[src/rtl/raster_mem_writer_pkg.sv]
// Shared types and helpers for the raster scanner memory writer.
// Widths here are kept in step with the raster block.
package raster_mem_writer_pkg;

    localparam int MAX_ADC_DATA_WID = 24;
    localparam int STATE_WID = 2;

    typedef enum logic [STATE_WID-1:0] {
        IDLE   = 2'd0,
        ACTIVE = 2'd1,
        WRITE  = 2'd2
    } state_t;

    // Replicate bit w-1 of v into all higher bits.
    function automatic logic [63:0] sign_ext(input logic [63:0] v,
                                             input int w);
        logic [63:0] hi;
        logic        sgn;
        hi  = ~64'd0 << w;
        sgn = |(v & (64'd1 << (w - 1)));
        return sgn ? (v | hi) : (v & ~hi);
    endfunction

endpackage

[src/rtl/raster_mem_writer_sync_fifo.sv]
// Single-clock FIFO with registered read data and occupancy count.
// Full/empty come straight from the count register, no bypass.
module sync_fifo #(
    parameter int WIDTH = 24,
    parameter int DEPTH = 8
) (
    input  logic                     clk,
    input  logic                     rst,
    input  logic                     push,
    input  logic [WIDTH-1:0]         wdata,
    input  logic                     pop,
    output logic [WIDTH-1:0]         rdata,
    output logic                     full,
    output logic                     empty,
    output logic [$clog2(DEPTH):0]   level
);

    localparam int AW = $clog2(DEPTH);

    logic [WIDTH-1:0] mem [DEPTH];
    logic [AW-1:0]    wr_ptr;
    logic [AW-1:0]    rd_ptr;
    logic [AW:0]      count;
    logic             do_push;
    logic             do_pop;

    assign full    = (count == (AW+1)'(DEPTH));
    assign empty   = (count == '0);
    assign level   = count;
    assign do_push = push && !full;
    assign do_pop  = pop && !empty;

    always_ff @(posedge clk) begin
        if (do_push) mem[wr_ptr] <= wdata;
    end

    always_ff @(posedge clk or posedge rst) begin
        if (rst) begin
            wr_ptr <= '0;
            rd_ptr <= '0;
            count  <= '0;
            rdata  <= '0;
        end else begin
            if (do_push) wr_ptr <= wr_ptr + AW'(1);
            if (do_pop) begin
                rd_ptr <= rd_ptr + AW'(1);
                rdata  <= mem[rd_ptr];
            end
            unique case ({do_push, do_pop})
                2'b10:   count <= count + (AW+1)'(1);
                2'b01:   count <= count - (AW+1)'(1);
                default: ;
            endcase
        end
    end

endmodule

[src/rtl/raster_mem_writer.sv]
// Buffers scanner samples and writes them as sign-extended words
// into a circular or bounded memory window over a stb/ack bus.
module raster_mem_writer
    import raster_mem_writer_pkg::*;
#(
    parameter int DAT_WID    = MAX_ADC_DATA_WID,
    parameter int BUS_WID    = 32,
    parameter int ADDR_WID   = 32,
    parameter int FIFO_DEPTH = 8,
    parameter int WORDS_WID  = 16
) (
    input  logic                          clk,
    input  logic                          rst,
    input  logic                          arm,
    output logic                          running,
    input  logic [ADDR_WID-1:0]           base_addr_in,
    input  logic [WORDS_WID-1:0]          window_words_in,
    input  logic                          wrap_en_in,
    input  logic [DAT_WID-1:0]            data,
    input  logic                          mem_commit,
    output logic                          mem_finished,
    output logic [ADDR_WID-1:0]           bus_addr,
    output logic [BUS_WID-1:0]            bus_data,
    output logic                          bus_stb,
    input  logic                          bus_ack,
    output logic [WORDS_WID-1:0]          words_written,
    output logic                          wrapped,
    output logic                          overflow,
    output logic [$clog2(FIFO_DEPTH):0]   fifo_level
);

    localparam logic [WORDS_WID-1:0] ONE  = WORDS_WID'(1);
    localparam logic [WORDS_WID-1:0] MAXW = '1;

    state_t               state;
    state_t               state_n;
    logic                 arm_q;
    logic                 start;
    logic                 pop;
    logic                 discard;
    logic                 wr_done;
    logic                 accept;
    logic                 full;
    logic                 empty;
    logic [ADDR_WID-1:0]  base;
    logic [WORDS_WID-1:0] win;
    logic [WORDS_WID-1:0] idx;
    logic                 wrap;
    logic                 win_done;
    logic [DAT_WID-1:0]   sample;

    assign running  = (state != IDLE);
    assign bus_stb  = (state == WRITE);
    assign accept   = mem_commit && !mem_finished && !full && running && arm;
    assign bus_addr = base + (ADDR_WID'(idx) << 2);
    assign bus_data = BUS_WID'(sign_ext(64'(sample), DAT_WID));

    sync_fifo #(
        .WIDTH(DAT_WID),
        .DEPTH(FIFO_DEPTH)
    ) u_fifo (
        .clk  (clk),
        .rst  (rst),
        .push (accept),
        .wdata(data),
        .pop  (pop),
        .rdata(sample),
        .full (full),
        .empty(empty),
        .level(fifo_level)
    );

    always_comb begin
        state_n = state;
        start   = 1'b0;
        pop     = 1'b0;
        discard = 1'b0;
        wr_done = 1'b0;
        unique case (state)
            IDLE: begin
                if (arm && !arm_q) begin
                    start   = 1'b1;
                    state_n = ACTIVE;
                end
            end
            ACTIVE: begin
                if (!empty) begin
                    pop = 1'b1;
                    if (!wrap && win_done) discard = 1'b1;
                    else state_n = WRITE;
                end else if (!arm) begin
                    state_n = IDLE;
                end
            end
            WRITE: begin
                if (bus_ack) begin
                    wr_done = 1'b1;
                    state_n = ACTIVE;
                end
            end
            default: state_n = IDLE;
        endcase
    end

    always_ff @(posedge clk or posedge rst) begin
        if (rst) begin
            state <= IDLE;
            arm_q <= 1'b0;
        end else begin
            state <= state_n;
            arm_q <= arm;
        end
    end

    // Acknowledge stays up until the scanner drops its request.
    always_ff @(posedge clk or posedge rst) begin
        if (rst) mem_finished <= 1'b0;
        else if (accept) mem_finished <= 1'b1;
        else if (!mem_commit) mem_finished <= 1'b0;
    end

    always_ff @(posedge clk or posedge rst) begin
        if (rst) begin
            base          <= '0;
            win           <= ONE;
            wrap          <= 1'b0;
            idx           <= '0;
            win_done      <= 1'b0;
            words_written <= '0;
            wrapped       <= 1'b0;
            overflow      <= 1'b0;
        end else begin
            if (start) begin
                base          <= base_addr_in;
                win           <= (window_words_in == '0) ? ONE : window_words_in;
                wrap          <= wrap_en_in;
                idx           <= '0;
                win_done      <= 1'b0;
                words_written <= '0;
                wrapped       <= 1'b0;
                overflow      <= 1'b0;
            end
            if (discard) overflow <= 1'b1;
            if (wr_done) begin
                if (words_written != MAXW) words_written <= words_written + ONE;
                if (idx == win - ONE) begin
                    idx <= '0;
                    if (wrap) wrapped <= 1'b1;
                    else win_done <= 1'b1;
                end else begin
                    idx <= idx + ONE;
                end
            end
        end
    end

endmodule

[config.mk]
export PLATFORM = sky130hd
export DESIGN_NAME = raster_mem_writer
export DESIGN_NICKNAME = d
export VERILOG_FILES = /design/src/rtl/raster_mem_writer_pkg.sv /design/src/rtl/raster_mem_writer_sync_fifo.sv /design/src/rtl/raster_mem_writer.sv
export SDC_FILE = /design/constraint.sdc
export NUM_CORES = 1
export LEC_CHECK = 0
export BUFFER_PORTS_ARGS = -buffer_cell sky130_fd_sc_hd__buf_2
export CAP_MARGIN = 5
export CORE_MARGIN = 2
export CORE_UTILIZATION = 40
export CTS_CLUSTER_DIAMETER = 30
export DETAILED_ROUTE_END_ITERATION = 8
export PLACE_DENSITY_LB_ADDON = 0.1
export SYNTH_ARGS = -nofsm -noshare
export SYNTH_HDL_FRONTEND = slang
export SYNTH_SLANG_ARGS = --single-unit
[constraint.sdc]
create_clock -name clk -period 4.1 [get_ports clk]
set_input_delay 0.205 -clock clk [delete_from_list [all_inputs] [get_ports clk]]
set_output_delay 0.205 -clock clk [all_outputs]
set_load 0.03 [all_outputs]
# Word level (Yosys, flattened, before mapping)

Memory sizes are Yosys's and may differ from the RTL's. A register that Yosys moved wholly into a read port is not among the register bits.
Cells that the tools add are included.

Word-level logic and storage cells: 94
Bits of input ports: 78
RAM bits: 192
Register bits: 98
Memories kept: 1
Output and inout port bits: 89

Memory list:

| memory     | depth | width | rd ports | clocked after Yosys merged registers in | write ports | line                              | text |
|---|---|---|---|---|---|---|---|
| u_fifo.mem | 8     | 24    | 1        | 1                                       | 1           | raster_mem_writer_sync_fifo.sv:20 | `logic [WIDTH-1:0] mem [DEPTH];` |

$add $sub $neg: 8
Mux-type cells: 38
Equality and inequality tests: 12
Reduce and logical (&&, ||, !) cells: 21

Operators by type and width:

| kind                                                                     | count |
|---|---|
| 16-bit two-way mux                                                       | 7 |
| 16-bit by 1-bit adder with 16-bit output (second input constant)         | 2 |
| 32-bit by 18-bit adder with 32-bit output                                | 1 |
| 32-bit two-way mux                                                       | 1 |
| 1-bit two-way mux                                                        | 23 |
| 16-bit == test                                                           | 1 |
| 16-bit zero test                                                         | 1 |
| 16-bit inequality test (second input constant)                           | 1 |
| 16-bit by 1-bit subtractor with 16-bit output (second input constant)    | 1 |
| 2-bit two-way mux                                                        | 5 |
| 1-bit logical AND                                                        | 8 |
| 4-bit one-hot mux with 2 select lines                                    | 1 |
| 2-bit nonzero test                                                       | 4 |
| 3-bit by 1-bit adder with 3-bit output (second input constant)           | 2 |
| 3-bit inequality test (second input constant)                            | 2 |
| 2-bit one-hot mux with 3 select lines                                    | 1 |
| 1-bit zero test                                                          | 5 |
| 4-bit by 1-bit adder with 4-bit output (second input constant)           | 1 |
| 2-bit by 1-bit == test with 1-bit output (second input constant)         | 2 |
| 2-bit == test (second input constant)                                    | 2 |
| 4-bit == test (second input constant)                                    | 1 |
| 4-bit zero test                                                          | 1 |
| 2-bit by 1-bit inequality test with 1-bit output (second input constant) | 2 |
| 4-bit AND reduction                                                      | 1 |
| 3 further kinds                                                          | 3 |

# Depth between registers and ports, before layout

Depth in word-level cells: 8
Depth in mapped cells: 12
Mapped depth without buffers: 10

# Modules after synthesis

From an unflattened synthesis, not the netlist that was laid out.

Cell total of the unflattened synthesis: 1175
Area, all modules: 14395.1 um^2

By module, submodules not included:

| module            | sequential area each (um^2) | area each (um^2) | instances | cells each |
|---|---|---|---|---|
| sync_fifo         | 6616.3                      | 8861.0           | 1         | 508 |
| raster_mem_writer | 2203.4                      | 5534.1           | 1         | 667 |

# Worst setup path after synthesis

OpenSTA, ideal clock, no wires.

Path type: reg-to-reg
Start point: reg u_fifo.count[1] (netlist: u_fifo.level[1])
End point: mem u_fifo.mem[3][0], enable pin
Data arrival time: 3.609 ns
Stages on the path, launching flop included: 5
Path slack: 0.050 ns
Library setup time: 0.440 ns
Required time: 3.660 ns
Period minus slack after synthesis: 4.050 ns
Buffers on the path: 0
Cells stage by stage: dfrtp_1 -> nor3_1 -> a2111oi_1 -> nand2_1 -> nor3b_1

Word-level cells in the longest chain between the ends: 8

Ends and longest elaborated chain:

| element                                     | line                                                       | text |
|---|---|---|
| from (decl)                                 | raster_mem_writer_sync_fifo.sv:23                          | `logic [AW:0] count;` |
| from (signal assigned)                      | raster_mem_writer_sync_fifo.sv:50                          | `2'b10: count <= count + (AW+1)'(1);` |
| from (signal assigned)                      | raster_mem_writer_sync_fifo.sv:51                          | `2'b01: count <= count - (AW+1)'(1);` |
| 4-bit == test (*)                           | raster_mem_writer_sync_fifo.sv:27                          | `assign full = (count == (AW+1)'(DEPTH));` |
| 1-bit zero test (*)                         | raster_mem_writer_sync_fifo.sv:30, raster_mem_writer.sv:54 |  |
| 1-bit logical AND (3 in series)             | raster_mem_writer.sv:54                                    | `assign accept = mem_commit && !mem_finished && !full && running && arm;` |
| 1-bit logical AND (*)                       | raster_mem_writer_sync_fifo.sv:30                          | `assign do_push = push && !full;` |
| 1-bit two-way mux (*)                       | raster_mem_writer_sync_fifo.sv:34                          | `if (do_push) mem[wr_ptr] <= wdata;` |
| 1-bit two-way mux (implied by the code) (*) | raster_mem_writer_sync_fifo.sv:34                          |  |
| to (decl)                                   | raster_mem_writer_sync_fifo.sv:20                          |  |

Mark *: on every way between the ends. The rest lies on a longest branch, timed or not.

# Worst setup path after layout

Start point: reg idx[9]
End point: out bus_addr[23]

Word-level cells in the longest chain between the ends: 1

Ends and longest elaborated chain:

| element                                   | line                     | text |
|---|---|---|
| from (decl)                               | raster_mem_writer.sv:47  | `logic [WORDS_WID-1:0] idx;` |
| from (signal assigned)                    | raster_mem_writer.sv:151 | `idx <= idx + ONE;` |
| 32-bit by 18-bit adder with 32-bit output | raster_mem_writer.sv:55  | `assign bus_addr = base + (ADDR_WID'(idx) << 2);` |
| to (decl)                                 | raster_mem_writer.sv:22  | `output logic [ADDR_WID-1:0] bus_addr,` |

No other way between the ends.

==> impl_metrics.json <==
{
  "status": "finished clean",
  "ir_drop_v": 0.000415,
  "start_util": 0.407,
  "route.final.wire_length_mm": 34.1,
  "track_usage": 0.190,
  "antenna_found_initial": 1,
  "syn-num-nets": 1188,
  "synthesis.area_mm2": 0.0141,
  "worst-setup-path-type": "flop to output pin",
  "grt_max_degree": 62,
  "finalCritPeriodShare": 0.900,
  "drtPass1Iterations": 5,
  "syn_inst": 1084,
  "required_ns": 3.89,
  "grt_use_met1": 0.235,
  "vias_per_cell": 5.04,
  "yosysWarnings": 0,
  "worst_pin_slew_ns": 1.10,
  "vias": 9483,
  "synth-edff-count": 192,
  "clock-sinks": 314,
  "use_met2": 0.326,
  "layout.nets": 1470,
  "grt_pass1_wl_mm": 53.4,
  "rsz0062_at_grt": "false",
  "clockBufferDepth": 3,
  "grt_pass1_vias": 9881,
  "dr.first_iter.drc_count": 442,
  "power.density_mw_per_mm2": 771,
  "startpoint_type": "flop",
  "numPortBuffers": 166,
  "clk_latency_ns": 0.57,
  "critPathCaptureType": "output pin",
  "period_minus_slack_ns": 3.69,
  "synth_cell_type_count": 70,
  "nFillCells": 2899,
  "p_leak_uw": 0.00766,
  "place_congestion": 0.853,
  "postCtsSetupBuffers": 0,
  "core-area_mm2": 0.0346,
  "cts-root-buf": "clkbuf_16",
  "fmax_ghz": 0.271,
  "setup_tns_ns": 0,
  "tritoncts": "done",
  "setup_viol": 0,
  "cts_made_buffers": 73,
  "hpwlAfterDp_mm": 20.7,
  "htree_levels": 3,
  "synth_seq_cells": 314,
  "drive_gt1_frac": 0.267,
  "slew_headroom": 0.264,
  "ys_async_sr_fraction": 0.389,
  "report.final.hold_viol_count": 0,
  "chipHeight_um": 192,
  "gr-usage-met3": 0.0444,
  "cp_max_fo": 6,
  "clock_skew_ns": 0.0242,
  "ant_nets": 0,
  "cap_viol_max_count": 0,
  "pin_count": 167,
  "grt-ovfl-total": 0,
  "drc": 0,
  "cts.clk_slew.worst_paths_ns": 0.04,
  "total_power_uw": 14500,
  "drv_slew": 0,
  "ys.flop_type": "edfxtp_1",
  "fin_util": 0.542,
  "top_usage_layer": "met2",
  "ys_seq_area_frac": 0.626,
  "syn2layout_area_growth_pct": 33.2,
  "num_rows": 68,
  "dieArea_mm2": 0.0367,
  "crit_arrival_ns": 3.49,
  "syn_avg_cell_area_um2": 13.0,
  "min-delay-path-class": "primary input to flop",
  "wl_per_cell_um": 18.2,
  "die_x_um": 192
}
-- final timing paths --
path | to | start | depth (start not counted) | slack [ns]
max | bus_addr[23] | idx[9] | 10 | 0.41
min | state[1] | bus_ack | 4 | 0.05
max reg2reg | idx[13] | win[0] | 9 | 1.16
min reg2reg | base[1] | base[1] | 2 | 0.47
max in group asynchronous | base[2] | rst | 4 | 2.85
min in group asynchronous | u_fifo.rdata[19] | rst | 3 | 0.29
-- power by group --
part	switching, µW	internal (µW)	leakage, µW
clock network	1760	4160	0.00123
logic	2270	1620	0.00318
registers	721	3920	0.00325
total	4760	9700	0.00766
-- per-layer routing --
metal,routed length (µm),share of wire
met4,627,0.018
met5,0,0
met1,14800,0.43
met2,17000,0.50
met3,1760,0.051
-- cell usage in the layout (no fill, tap or decap), types with 21 or more instances in the layout --
master         instances
a21oi_1               42
buf_2                166
buf_4                 21
clkbuf_16             73
dfrtp_1              119
dlygate4sd3_1         76
edfxtp_1             192
ha_1                  24
inv_1                 22
mux2i_1               31
mux4_2                48
nand2_1              204
nand3_1               24
nor2_1                55
o21ai_0               40
xnor2_1               44
-- synthesized netlist by cell type (all sizes together) (3+ instances only) --
library cell    n  area [µm²]
nand2         206         776
edfxtp        192        5770
dfrtp         121        3030
nor2           57         214
mux4           48        1080
xnor2          44         385
a21oi          42         210
o21ai          40         200
clkbuf         35         133
mux2i          31         310
nand3          25         130
ha             24         300
inv            23        86.3
buf            21         128
nor3           21         116
and3           16         100
xor2           16         140
nand4          11        83.8
a21o           10        75.1
a31oi           7        43.8
nor4            7        43.8
o211ai          7        52.6
nand2b          6        37.5
nor3b           6        56.3
and2            5        31.3
o21a            5        37.5
or3             5        32.5
nor2b           4        25.0
a211oi          3        22.5
and4            3        26.3
o22ai           3        18.8
o311ai          3        26.3
or4             3        22.5
-- sequential cells by signal, indices dropped and copies added, names as in the netlist, 2 cells and up --
name / count
u_fifo.level: 4
u_fifo.wr_ptr: 3
u_fifo.rd_ptr: 3
win: 16
state: 2
base: 32
words_written: 16
idx: 16
u_fifo.rdata: 24
u_fifo.mem: 192
-- stage by stage --
| step | area, µm² | setup WS (ns) | instances | hold slack [ns] |
|---|---|---|---|---|
| 2_1_floorplan | 14100 | 0.0503 | 1084 | 0.236 |
| 3_3_place_gp | 15400 | 0.886 | 1670 | 0.347 |
| 3_5_place_dp | 15400 | 0.818 | 1670 | 0.355 |
| 4_1_cts | 18700 | 0.204 | 1879 | 0.0261 |
| 5_1_grt | 18800 | 0.177 | 1880 | 0.0704 |
| 6_report | 18800 | 0.409 | 1880 | 0.0534 |
-- cell type report --
| cell class | count | area (µm²) | area share |
|---|---|---|---|
| Sequential cell | 314 | 8820 | 0.471 |
| Timing Repair Buffer | 263 | 1750 | 0.0933 |
| Clock inverter | 38 | 569 | 0.0304 |
| Antenna cell | 1 | 2.50 | 0.000133 |
| Multi-Input combinational cell | 690 | 4950 | 0.264 |
| Clock buffer | 95 | 1990 | 0.106 |
| Tap cell | 455 | 569 | 0.0304 |
| Inverter | 24 | 95.1 | 0.00507 |
-- repair_timing --
item | CTS | global route
endpoints found under the hold margin | 302 | 0
hold buffers | 76 | 0
gates resized for setup | 0 | 1
endpoints found under the setup margin | 0 | 2
-- worst max-delay path, cell delays in order (launching register included) --
cell and delay (ns):
dfrtp_1 0.44, ha_1 0.39, and3_1 0.26, nand3_1 0.09, a211oi_1 0.42, o311ai_1 0.17, buf_4 0.18, a311oi_2 0.40
nand3_1 0.17, xnor2_1 0.18, buf_2 0.22
-- kinds of logic after synthesis --
| kind of cell | Yosys count | synth area share |
|---|---|---|
| adder cells (fa/ha/maj) | 26 | 0.0242 |
| AO/OA/AOI/OAI | 141 | 0.0621 |
| XOR/XNOR | 60 | 0.0373 |
| flip-flops | 314 | 0.626 |
| buffers and inverters | 80 | 0.0249 |
| AND/OR/NAND/NOR | 382 | 0.125 |
| multiplexers | 81 | 0.100 |
No activity file was read; power rests on OpenSTA's default activity.
